<file path="config.mk">
export PLATFORM = sky130hd
export DESIGN_NAME = inv_sqrt_arbiter_flat
export DESIGN_NICKNAME = d
export VERILOG_FILES = /design/src/rtl/inv_sqrt_arbiter_if.sv /design/src/rtl/inv_sqrt_arbiter.sv /design/src/flat_wrapper.sv
export SDC_FILE = /design/constraint.sdc
export NUM_CORES = 1
export LEC_CHECK = 0
export BUFFER_PORTS_ARGS = -buffer_cell sky130_fd_sc_hd__buf_2
export CORE_MARGIN = 4
export CORE_UTILIZATION = 61
export CTS_CLUSTER_SIZE = 8
export DETAILED_ROUTE_END_ITERATION = 6
export HOLD_SLACK_MARGIN = 0.06
export PLACE_DENSITY = 0.86
export SLEW_MARGIN = 0
export SYNTH_ARGS = -nofsm -noshare
export SYNTH_HDL_FRONTEND = slang
export SYNTH_SLANG_ARGS = --single-unit
</file>
<file path="constraint.sdc">
create_clock -name clk -period 4.76 [get_ports clk]
set_input_delay 0.238 -clock clk [delete_from_list [all_inputs] [get_ports clk]]
set_output_delay 0.238 -clock clk [all_outputs]
set_load 0.005 [all_outputs]
</file>
<file path="src/rtl/inv_sqrt_arbiter_if.sv">
`default_nettype none
// ---------------------------------------------------------------------------
// Module   : inv_sqrt_arbiter_if
// Brief    : Request/response/engine bundle of the shared 1/sqrt arbiter.
// Revision : 1.0
// ---------------------------------------------------------------------------
interface inv_sqrt_arbiter_if #(
    parameter int N_REQ = 4
);
    logic [N_REQ-1:0]    req_valid;
    logic [N_REQ-1:0]    req_ready;
    logic [32*N_REQ-1:0] req_x;
    logic [N_REQ-1:0]    rsp_valid;
    logic [N_REQ-1:0]    rsp_ready;
    logic [32*N_REQ-1:0] rsp_y;
    logic                eng_valid;
    logic [31:0]         eng_x;
    logic [31:0]         eng_y;
    logic                busy;

    modport slave (
        input  req_valid, req_x, rsp_ready, eng_y,
        output req_ready, rsp_valid, rsp_y, eng_valid, eng_x, busy
    );

    modport master (
        output req_valid, req_x, rsp_ready, eng_y,
        input  req_ready, rsp_valid, rsp_y, eng_valid, eng_x, busy
    );
endinterface
`default_nettype wire

</file>
<file path="src/rtl/inv_sqrt_arbiter.sv">
`default_nettype none
// ---------------------------------------------------------------------------
// Module   : inv_sqrt_arbiter
// Brief    : Credit-gated round-robin sharing of one fixed-latency Q16.16
//            1/sqrt engine, with per-requester response FIFOs.
//            Optional INV_SQRT_ARB_PERF_EN adds issue/stall counters.
// Revision : 1.0
// ---------------------------------------------------------------------------
module inv_sqrt_arbiter #(
    parameter int N_REQ     = 4,
    parameter int ENG_LAT   = 6,
    parameter int RSP_DEPTH = 4
) (
    input  wire logic           clk,
    input  wire logic           rst,
    inv_sqrt_arbiter_if.slave   io_bus
`ifdef INV_SQRT_ARB_PERF_EN
    ,
    output logic [31:0]         o_perf_issue,
    output logic [31:0]         o_perf_stall
`endif
);

    localparam int IDW = (N_REQ > 1) ? $clog2(N_REQ) : 1;
    localparam int AW  = $clog2(RSP_DEPTH);
    localparam int CW  = $clog2(RSP_DEPTH + 1);
    localparam logic [IDW:0]   c_NREQ  = (IDW+1)'(N_REQ);
    localparam logic [IDW-1:0] c_LAST  = IDW'(N_REQ - 1);
    localparam logic [CW-1:0]  c_DEPTH = CW'(RSP_DEPTH);

    logic [IDW-1:0]   r_rr;
    logic [N_REQ-1:0] w_elig;
    logic [N_REQ-1:0] w_gnt_vec;
    logic [N_REQ-1:0] w_pop;
    logic [N_REQ-1:0] w_wr;
    logic [N_REQ-1:0] w_nempty;
    logic             w_gnt_any;
    logic [IDW-1:0]   w_gnt_id;
    logic [IDW:0]     w_idx;
    logic [IDW-1:0]   w_rr_nxt;
    logic [31:0]      w_x [N_REQ];

    logic             r_eng_valid;
    logic [31:0]      r_eng_x;
    logic [IDW-1:0]   r_iss_id;
    logic [ENG_LAT-1:0] r_tag_v;
    logic [IDW-1:0]   r_tag_id [ENG_LAT];
    logic             w_tag_v;
    logic [IDW-1:0]   w_tag_id;

    // Rotating priority search starting at r_rr, first eligible wins
    always_comb begin
        w_gnt_vec = '0;
        w_gnt_any = 1'b0;
        w_gnt_id  = '0;
        w_idx     = '0;
        for (int k = 0; k < N_REQ; k++) begin
            w_idx = {1'b0, r_rr} + (IDW+1)'(k);
            if (w_idx >= c_NREQ) begin
                w_idx = w_idx - c_NREQ;
            end
            if (!w_gnt_any && w_elig[w_idx[IDW-1:0]]) begin
                w_gnt_any = 1'b1;
                w_gnt_id  = w_idx[IDW-1:0];
            end
        end
        if (w_gnt_any) begin
            w_gnt_vec[w_gnt_id] = 1'b1;
        end
    end

    assign w_rr_nxt = (w_gnt_id == c_LAST) ? '0 : w_gnt_id + 1'b1;

    // The issue register carries the tag alongside the operand so the
    // ENG_LAT-deep shift below lines up exactly with the engine's output.
    always_ff @(posedge clk) begin
        if (rst) begin
            r_eng_valid <= 1'b0;
            r_eng_x     <= '0;
            r_iss_id    <= '0;
            r_rr        <= '0;
            r_tag_v     <= '0;
            for (int k = 0; k < ENG_LAT; k++) begin
                r_tag_id[k] <= '0;
            end
        end else begin
            r_eng_valid <= w_gnt_any;
            r_eng_x     <= w_gnt_any ? w_x[w_gnt_id] : 32'd0;
            r_iss_id    <= w_gnt_id;
            if (w_gnt_any) begin
                r_rr <= w_rr_nxt;
            end
            r_tag_v[0]  <= r_eng_valid;
            r_tag_id[0] <= r_iss_id;
            for (int k = 1; k < ENG_LAT; k++) begin
                r_tag_v[k]  <= r_tag_v[k-1];
                r_tag_id[k] <= r_tag_id[k-1];
            end
        end
    end

    assign w_tag_v  = r_tag_v[ENG_LAT-1];
    assign w_tag_id = r_tag_id[ENG_LAT-1];

    generate
        for (genvar i = 0; i < N_REQ; i++) begin : g_req
            logic [CW-1:0] r_cnt;
            logic [AW:0]   r_wp;
            logic [AW:0]   r_rp;
            logic [31:0]   r_mem [RSP_DEPTH];

            assign w_x[i]      = io_bus.req_x[32*i +: 32];
            assign w_nempty[i] = (r_wp != r_rp);
            assign w_elig[i]   = io_bus.req_valid[i] & (r_cnt < c_DEPTH) & ~rst;
            assign w_pop[i]    = w_nempty[i] & io_bus.rsp_ready[i];
            assign w_wr[i]     = w_tag_v & (w_tag_id == IDW'(i));

            // Credit covers in-flight plus buffered, so the FIFO can never overflow
            always_ff @(posedge clk) begin
                if (rst) begin
                    r_cnt <= '0;
                    r_wp  <= '0;
                    r_rp  <= '0;
                end else begin
                    case ({w_gnt_vec[i], w_pop[i]})
                        2'b10:   r_cnt <= r_cnt + 1'b1;
                        2'b01:   r_cnt <= r_cnt - 1'b1;
                        default: r_cnt <= r_cnt;
                    endcase
                    if (w_wr[i]) begin
                        r_wp <= r_wp + 1'b1;
                    end
                    if (w_pop[i]) begin
                        r_rp <= r_rp + 1'b1;
                    end
                end
            end

            always_ff @(posedge clk) begin
                if (w_wr[i]) begin
                    r_mem[r_wp[AW-1:0]] <= io_bus.eng_y;
                end
            end

            assign io_bus.rsp_y[32*i +: 32] = r_mem[r_rp[AW-1:0]];
        end
    endgenerate

    assign io_bus.req_ready = w_gnt_vec;
    assign io_bus.rsp_valid = w_nempty;
    assign io_bus.eng_valid = r_eng_valid;
    assign io_bus.eng_x     = r_eng_x;
    assign io_bus.busy      = r_eng_valid | (|r_tag_v) | (|w_nempty);

`ifdef INV_SQRT_ARB_PERF_EN
    logic [31:0] r_perf_issue;
    logic [31:0] r_perf_stall;

    always_ff @(posedge clk) begin
        if (rst) begin
            r_perf_issue <= '0;
            r_perf_stall <= '0;
        end else begin
            if (r_eng_valid) begin
                r_perf_issue <= r_perf_issue + 32'd1;
            end
            if ((|io_bus.req_valid) && !w_gnt_any) begin
                r_perf_stall <= r_perf_stall + 32'd1;
            end
        end
    end

    assign o_perf_issue = r_perf_issue;
    assign o_perf_stall = r_perf_stall;
`endif

endmodule
`default_nettype wire
</file>
<file path="src/flat_wrapper.sv">
// flat-port wrapper written by rule: the top's interface ports become plain ports
module inv_sqrt_arbiter_flat 
#(
    parameter int N_REQ     = 4,
    parameter int ENG_LAT   = 6,
    parameter int RSP_DEPTH = 4
)
  (clk, rst, io_bus_req_valid, io_bus_req_x, io_bus_rsp_ready, io_bus_eng_y, io_bus_req_ready, io_bus_rsp_valid, io_bus_rsp_y, io_bus_eng_valid, io_bus_eng_x, io_bus_busy);
  inv_sqrt_arbiter_if #(.N_REQ(N_REQ)) io_bus_i ();
  input  wire logic clk;
  input  wire logic rst;
  input wire logic [$bits(io_bus_i.req_valid)-1:0] io_bus_req_valid;
  input wire logic [$bits(io_bus_i.req_x)-1:0] io_bus_req_x;
  input wire logic [$bits(io_bus_i.rsp_ready)-1:0] io_bus_rsp_ready;
  input wire logic [$bits(io_bus_i.eng_y)-1:0] io_bus_eng_y;
  output wire logic [$bits(io_bus_i.req_ready)-1:0] io_bus_req_ready;
  output wire logic [$bits(io_bus_i.rsp_valid)-1:0] io_bus_rsp_valid;
  output wire logic [$bits(io_bus_i.rsp_y)-1:0] io_bus_rsp_y;
  output wire logic [$bits(io_bus_i.eng_valid)-1:0] io_bus_eng_valid;
  output wire logic [$bits(io_bus_i.eng_x)-1:0] io_bus_eng_x;
  output wire logic [$bits(io_bus_i.busy)-1:0] io_bus_busy;
  assign io_bus_i.req_valid = io_bus_req_valid;
  assign io_bus_i.req_x = io_bus_req_x;
  assign io_bus_i.rsp_ready = io_bus_rsp_ready;
  assign io_bus_i.eng_y = io_bus_eng_y;
  assign io_bus_req_ready = io_bus_i.req_ready;
  assign io_bus_rsp_valid = io_bus_i.rsp_valid;
  assign io_bus_rsp_y = io_bus_i.rsp_y;
  assign io_bus_eng_valid = io_bus_i.eng_valid;
  assign io_bus_eng_x = io_bus_i.eng_x;
  assign io_bus_busy = io_bus_i.busy;
  inv_sqrt_arbiter #(.N_REQ(N_REQ), .ENG_LAT(ENG_LAT), .RSP_DEPTH(RSP_DEPTH)) u_core (.clk(clk), .rst(rst), .io_bus(io_bus_i));
endmodule
</file>
# == Yosys cells after proc, flatten, opt, wreduce, memory -nomap -nowiden ==
# Memories as Yosys holds them, arrays and structs flattened. A register that Yosys moved wholly into a read port is not among the register bits.
# Cells that the tools add are included.
# totals
ff_bits,79
latchBits,0
ramBits,524
romBits,0
inputBits,170
output_inout_bits,170
wordCells,175
n_memories,5
# classes
addsub,24
multipliers,0
div,0
magnitude_cmp,15
eq_ne,16
shift,0
muxes,56
bitwise,27
reduce_logical,15
# memory_table
memory,depth,width,read_ports,rd_ports_with_merged_regs,write_ports,line_no,source
u_core.g_req[0].r_mem,4,32,1,1,1,inv_sqrt_arbiter.sv:110,logic [31:0] r_mem [RSP_DEPTH];
u_core.g_req[1].r_mem,4,32,1,1,1,inv_sqrt_arbiter.sv:110,
u_core.g_req[2].r_mem,4,32,1,1,1,inv_sqrt_arbiter.sv:110,
u_core.g_req[3].r_mem,4,32,1,1,1,inv_sqrt_arbiter.sv:110,
u_core.r_tag_id,6,2,6,0,6,inv_sqrt_arbiter.sv:47,logic [IDW-1:0] r_tag_id [ENG_LAT];
# ops
op,count
$bmux W32 S2,1
$mux W32,2
$mux W2,23
$add A3 B1 Y3 const B,12
$pmux W3 S2,4
$mux W1,20
$and A1 B1 Y1,16
$lt A2 B3 Y1 const B,5
$eq A2 B2 Y1 const B,7
$ge A3 B3 Y1 const B,4
$lt A3 B3 Y1 const B,4
$ne A3 B3 Y1,4
$sub A3 B1 Y3 const B,4
$eq A2 B1 Y1 const B,5
$bmux W1 S2,4
$or A1 B1 Y1,8
$reduce_bool A2 Y1,4
$sub A2 B1 Y2 const B,4
$add A2 B2 Y3 const B,2
$reduce_or A6 Y1,1
$logic_and A1 B1 Y1,4
$mux W4,1
$reduce_or A4 Y1,1
$add A2 B1 Y3 const B,1
9 further kinds,12

# == Logic depth before layout (Yosys ltp) ==
# Gate-level depths: netlist of run 1.
# depth
word_depth,22
depth_mapped,15

# == Worst setup path after synthesis of run 1 ==
# No wires, ideal clock.
# synth_path
path_kind,reg-to-reg
start,register u_core.r_rr[1]
end,register u_core.g_req[0].r_cnt[2]
t_arrival_ns,2.868
required_ns,4.689
slack_ns,1.821
stages_incl_launch_ff,13
n_path_buf,1
period_less_slack_ns,2.939
cell_sequence,dfxtp_1 -> or3b_1 -> a2111oi_2 -> o21ai_2 -> buf_6 -> ha_1 -> nand2_1 -> ha_1 -> inv_1 -> fa_1 -> xor2_1 -> or3_1 -> a21oi_1
# synth_between
elab_chain_cells,21
word_cells_on_any_way,47
cone_classes,add/sub (7); order compare (6); eq/ne (2); mux (24); reduce/logical (8)
# synth_lines
item,line_no,source
from (decl),inv_sqrt_arbiter.sv:31,logic [IDW-1:0] r_rr;
from (signal assigned),inv_sqrt_arbiter.sv:91,r_rr <= w_rr_nxt;
branches (longest 18 deep; another with $add A2 B1 Y3),n/a,
$mux W4 (*),inv_sqrt_arbiter.sv:67,if (w_gnt_any) begin
$eq A2 B1 Y1 / $eq A2 B2 Y1 (equally long branches),inv_sqrt_arbiter.sv:125,"case ({w_gnt_vec[i], w_pop[i]})"
$pmux W3 S2 / $reduce_bool A2 Y1 (equally long branches),n/a,
to (signal assigned),inv_sqrt_arbiter.sv:126,2'b10: r_cnt <= r_cnt + 1'b1;
to (signal assigned),inv_sqrt_arbiter.sv:127,2'b01: r_cnt <= r_cnt - 1'b1;
to (signal assigned),inv_sqrt_arbiter.sv:128,default: r_cnt <= r_cnt;
to (decl),inv_sqrt_arbiter.sv:107,logic [CW-1:0] r_cnt;
# Mark *: on every way between the ends. The select of a mux whose other input is x is not followed.
# A chain may end at the register's enable or synchronous reset.

# == Final worst setup path of run 1 ==
# layout_path
start,register u_core.r_rr[1]
end,"register u_core.r_eng_x[26], in the netlist u_core.io_bus.eng_x[26]"
# layout_between
elab_chain_cells,18
word_cells_on_any_way,43
cone_classes,add/sub (7); order compare (4); mux (23); bitwise (2); reduce/logical (7)
# layout_lines
item,line_no,source
branches (longest 18 deep; another with $add A2 B1 Y3),n/a,
to (signal assigned),inv_sqrt_arbiter.sv:88,r_eng_x <= w_gnt_any ? w_x[w_gnt_id] : 32'd0;
to (decl),inv_sqrt_arbiter.sv:44,logic [31:0] r_eng_x;
# Parallel ways; which one is timed is not known. The select of a mux whose other input is x is not followed.

==> flow_metrics.tcl, run 1 <==
set metrics [dict create \
    synth.distinct_cells 45 \
    grt_max_degree 65 \
    worstPathArrival_ps 4070 \
    numCtsBuffers 86 \
    end_kind "flip-flop" \
    finalCritPeriodShare 0.7574 \
    cts.htree.levels 3 \
    clockBufferDepth 3 \
    dp_slack_ps 1297 \
    rr_worst_depth 8 \
    synth_common_cells "edfxtp_1, mux4_2, dfxtp_1, mux2i_1, nor2_1" \
    rows 71 \
    finalHoldViolCount 0 \
    yosys_warnings 0 \
    synth-seq-cells 611 \
    drtPass1Iterations 5 \
    ys.flop_type "edfxtp_1" \
    drt_iter0_markers 1461 \
    period_needed_ps 3605 \
    clk_pin_slew_ps 50 \
    ir_drop_mv 0.2703 \
    fin_skew_ps 16.36 \
    clk_latency_ps 590 \
    ant_nets 0 \
    rsz0062_at_grt "no" \
    fin_ws_ps 1155 \
    fill_cells 1974 \
    cts_setup_buffers 0 \
    rr_endpoint "u_core.io_bus.eng_x[26]$_SDFF_PP0_" \
    drt-wirelength-per-cell_um 28.23 \
    status "finished, final reports clean" \
    cts_resized 0 \
    synthCells 1138 \
    finalPower_w 0.01186 \
    postSynthAreaPerCell_um2 20.34 \
    wl_um 61720 \
    hold_end "u_core.g_req[3].r_mem[0][1]$_DFFE_PP_" \
    hold_path_class "primary input to flip-flop" \
    clock-sinks 611 \
    gp_congestion 0.8568 \
    start_util 0.6160 \
    yosysMostFrequentCell "edfxtp_1" \
    crit_fanout 64 \
    hold_depth 1 \
    drv_slew 0 \
    viasPerCell 6.111 \
    dp_hpwl_um 31340 \
    setup_viol_count_final 0 \
    area_delta_synth_final_pct 25.08 \
    slew_headroom 0.1924 \
    multi_input_area_um2 5424 \
    nNetsFinal 1851 \
    cp_data_required_time_ps 5220 \
    fp.coreArea_um2 37580 \
    die_area_um2 41120 \
    max_freq_mhz 277.4 \
    syn_area_um2 23150 \
    cts-hold-fix-buffers 129 \
    worstSetupStartpointType "flip-flop" \
    track_usage 0.3016 \
    rrSetupSlack_ps 1150 \
    netlist.area_leader.share 0.6643 \
    route.detailed.drc 0 \
    r2r_start "u_core.r_rr[1]$_SDFFE_PP0N_" \
    async_flop_share 0 \
    ys_seq_area_frac 0.7499 \
    overflow 0 \
    drive_above_1_share 0.3638 \
    route.vias.total 13360 \
    synth.largest_area_cell "edfxtp_1" \
    port_buffers 339 \
    leakagePower_nw 10.60 \
    power_density_nw_per_um2 409.5 \
    min_from "io_bus_eng_y[1]" \
    grt_pass1_wl_um 91620 \
    cts_root_buffer "clkbuf_16" \
    fp.dieW_um 202.8 \
    fin_tns_setup_ps 0 \
    regArea_um2 17370 \
    synth-edff-count 512 \
    mappedNetlistNets 1340 \
    path_class "flip-flop to flip-flop" \
    antenna_found_initial 1 \
    ioPinCount 340 \
    grt_pass1_vias 14420 \
    tightestPinTransition_ps 1207 \
    die_h_um 202.8 \
    drv_cap 0 \
    ys_top_cells_by_area "edfxtp_1, mux4_2, dfxtp_1" \
    cts_tree "built" \
]
-- cell type report --
type                            instances  share of cell area
Sequential cell                       611              0.5999
Multi-Input combinational cell        446              0.1873
Timing Repair Buffer                  474              0.1048
Clock buffer                          106             0.07766
Tap cell                              511             0.02208
Clock inverter                          7            0.004322
Inverter                               30            0.003890
Antenna cell                            1          0.00008643
-- critical path, cell delays in order (launching register included) --
cell	delay, ps
dfxtp_1	430
and2b_1	220
o21ai_1	150
a211o_4	180
buf_4	790
mux2i_1	330
dlygate4sd3_1	640
o22ai_2	90
dlygate4sd3_1	620
-- metal layers --
| layer | track usage | part of all wire |
|---|---|---|
| met4 | 0.1016 | 0.032 |
| met5 | 0 | 0 |
| met2 | 0.5257 | 0.53 |
| met1 | 0.3827 | 0.36 |
| met3 | 0.06373 | 0.080 |
-- stage by stage --
| step | cell area (um^2) | util | hold slack [ps] | instances |
|---|---|---|---|---|
| after global routing | 28950 | 0.7705 | 62.30 | 2186 |
| after detailed placement | 25280 | 0.6729 | 422.0 | 1943 |
| after floorplan | 23150 | - | 336.9 | 1138 |
| final | 28950 | 0.7705 | 65.93 | 2186 |
| after CTS | 28950 | 0.7704 | 60.36 | 2185 |
| after global placement | 25280 | 0.6729 | 416.6 | 1943 |
-- kinds of logic after synthesis --
kind of cell	share of synthesized area
mux	0.1535
buf+inv	0.01735
simple gates	0.02811
fa+ha+maj	0.01860
xor+xnor	0.01362
compound gates	0.01892
flops	0.7499
-- worst max-delay path by stage --
stage                                          startpoint                                     to  cells after the start
floorplan                     u_core.r_rr[1]$_SDFFE_PP0N_  u_core.g_req[0].r_cnt[2]$_SDFFE_PP0P_                     12
global placement              u_core.r_rr[1]$_SDFFE_PP0N_  u_core.g_req[1].r_cnt[2]$_SDFFE_PP0P_                     12
detailed placement  u_core.g_req[3].r_cnt[2]$_SDFFE_PP0P_  u_core.g_req[1].r_cnt[2]$_SDFFE_PP0P_                     12
CTS                 u_core.g_req[3].r_cnt[2]$_SDFFE_PP0P_  u_core.g_req[1].r_cnt[2]$_SDFFE_PP0P_                     12
global route                  u_core.r_rr[1]$_SDFFE_PP0N_  u_core.g_req[1].r_cnt[2]$_SDFFE_PP0P_                     12
finish                        u_core.r_rr[1]$_SDFFE_PP0N_     u_core.io_bus.eng_x[26]$_SDFF_PP0_                      8
-- cells in the final DEF, fill, tap and decap left out, types with 15 or more instances in the layout --
cell type,netlist,final
o22ai_1,20,20
and2_2,0,16
nor2_1,42,42
dfxtp_1,99,91
ha_1,28,28
edfxtp_1,512,512
xor2_1,15,15
mux4_2,128,128
dlygate4sd3_1,0,129
clkbuf_16,0,87
nor2b_1,21,21
buf_2,17,339
xnor2_1,21,21
clkbuf_1,18,19
mux2i_1,67,67
inv_1,30,30
-- report_power, final --
part / internal [W] / switching (W)
Clock: 0.00333 / 0.00213
Combinational: 0.000262 / 0.000265
Sequential: 0.00585 / 0.0000224
Total: 0.00944 / 0.00242
-- registers in the layout (all words and copies together), names as in the netlist, named ones only --
name,count
u_core.r_tag_v,6
u_core.io_bus.eng_x,32
u_core.g_req.r_mem,512
u_core.g_req.r_cnt,12
u_core.r_iss_id,2
u_core.io_bus.eng_valid,1
u_core.g_req.r_wp,12
u_core.g_req.r_rp,12
u_core.r_tag_id,12
u_core.r_rr,2
No activity file was read; power rests on OpenSTA's default activity.
==> inputs of run 2 (changes only) <==
CORE_UTILIZATION = 57   (was 61)
PLACE_DENSITY = 0.82   (was 0.86)
clock period = 3.5 ns   (was 4.76 ns; I/O delays follow)
==> flow_metrics.tcl, run 2 (synthesis results as in run 1) <==
set metrics [dict create \
    area_delta_synth_final_pct 25.93 \
    rr_worst_depth 8 \
    path_class "flip-flop to flip-flop" \
    finalHoldViolCount 0 \
    viasPerCell 5.916 \
    r2r_start "u_core.r_rr[1]$_SDFFE_PP0N_" \
    hold_depth 3 \
    crit_fanout 65 \
    period_needed_ps 3300 \
    worstPathArrival_ps 3760 \
    fp.dieW_um 209.5 \
    cts_root_buffer "clkbuf_16" \
    grt_pass1_vias 14280 \
    finalCritPeriodShare 0.9427 \
    crit_path_cell_trace "and2b_1, o21ai_1, a211o_4, buf_6, mux2i_1, dlygate4sd3_1, o22ai_2, dlygate4sd3_1" \
    setup_viol_count_final 0 \
    crit_top_cell "dlygate4sd3_1" \
    wl_um 60680 \
    largest_reg_flops 512 \
    start_util 0.5799 \
    power_density_nw_per_um2 553.4 \
    worstSetupStartpoint "u_core.r_rr[1]$_SDFFE_PP0N_" \
    rsz0062_at_grt "no" \
    clock-sinks 611 \
    drv_slew 0 \
    dp_hpwl_um 34510 \
    cp_data_required_time_ps 3960 \
    critPathMaxStageDelay_ps 620 \
    status "finished, final reports clean" \
    cts_tree "built" \
    leakagePower_nw 10.69 \
    route.detailed.drc 0 \
    drt_iter0_markers 1275 \
    numCtsBuffers 86 \
    cts.htree.levels 3 \
    final_common_cell "edfxtp_1" \
    drive_above_1_share 0.3659 \
    min_from "io_bus_req_valid[0]" \
    route.vias.total 13150 \
    grt_pass1_wl_um 90510 \
    rrSetupSlack_ps 200 \
    ioPinCount 340 \
    drt-wirelength-per-cell_um 27.31 \
    clk_latency_ps 620 \
    diodes 0 \
    die_h_um 209.5 \
    cp_slowest_cell "dlygate4sd3_1" \
    mostFrequentLayoutCells "edfxtp_1, buf_2, dlygate4sd3_1" \
    fin_skew_ps 41.59 \
    cts_setup_buffers 0 \
    drv_cap 0 \
    track_usage 0.2789 \
    antenna_found_initial 1 \
    postPlaceCellArea_um2 25410 \
    clockBufferDepth 3 \
    postLayoutCellArea_um2 29150 \
    hold_path_class "primary input to flip-flop" \
    clk_pin_slew_ps 50 \
    gp_congestion 0.8831 \
    port_buffers 339 \
    ant_nets 0 \
    rows 73 \
    fin_util 0.7302 \
    rr_endpoint "u_core.io_bus.eng_x[30]$_SDFF_PP0_" \
    max_freq_mhz 303.1 \
    drtPass1Iterations 5 \
    hold_end "u_core.io_bus.eng_valid$_SDFF_PP0_" \
    grt_max_degree 66 \
    nNetsFinal 1866 \
    cp_top_family "buffers and inverters" \
    ir_drop_mv 0.3281 \
    die_area_um2 43890 \
    worstSetupStartpointType "flip-flop" \
    tightestPinTransition_ps 1135 \
    end_kind "flip-flop" \
    cp_num_buf_inv 3 \
    slew_headroom 0.2432 \
    fin_tns_setup_ps 0 \
    overflow 0 \
    fp.coreArea_um2 39910 \
]
## run 2: repair_timing
item                                    CTS  global route
hold endpoints to repair                568             0
resized for setup                         0             1
endpoints found under the setup margin    0            30
hold buffers                            133             0
## run 2: routing by layer
layer | track usage | part of all wire
met5 | 0 | 0
met4 | 0.1096 | 0.038
met3 | 0.05785 | 0.076
met2 | 0.4924 | 0.53
met1 | 0.3399 | 0.36
## run 2: area by class of cell
| cell class | count | area [um^2] |
|---|---|---|
| flip-flops and latches | 611 | 17370 |
| fillers | 2276 | 10770 |
| multi-input cells | 446 | 5424 |
| repair buffers | 489 | 3184 |
| clock buffers | 113 | 2263 |
| well taps | 525 | 656.9 |
| clock inverters | 8 | 138.9 |
| inverters | 30 | 112.6 |
## run 2: worst min-delay path, cell delays in order
cell and delay (ps):
buf_2 120, nand2b_1 100, a31oi_2 210
## run 2: worst max path at each step
stage,end,slack [ps],depth (start not counted)
6_report,u_core.io_bus.eng_x[30]$_SDFF_PP0_,200,8
5_1_grt,u_core.io_bus.eng_x[30]$_SDFF_PP0_,80,8
4_1_cts,u_core.io_bus.eng_x[22]$_SDFF_PP0_,140,8
3_5_place_dp,u_core.g_req[3].r_cnt[2]$_SDFFE_PP0P_,530,11
3_3_place_gp,u_core.g_req[3].r_cnt[2]$_SDFFE_PP0P_,580,11
2_1_floorplan,u_core.g_req[0].r_cnt[2]$_SDFFE_PP0P_,560,12
## run 2: where the power goes
group	leakage [nW]	switching [W]	internal [W]
Combinational	4.12	0.000340	0.000360
Sequential	5.41	0.0000285	0.00795
Clock	1.16	0.00296	0.00449
## run 2: metrics by stage
| stage | cells | hold slack, ps | worst slack (ps) | power, W |
|---|---|---|---|---|
| global route | 2222 | 112.2 | 80.10 | 0.01666 |
| CTS | 2222 | 65.76 | 138.6 | 0.01621 |
| floorplan | 1138 | 273.9 | 560.9 | 0.008349 |
| finish | 2222 | 91.34 | 200.5 | 0.01613 |
| detailed placement | 1968 | 424.7 | 532.7 | 0.008622 |
| global placement | 1968 | 417.2 | 581.9 | 0.008602 |
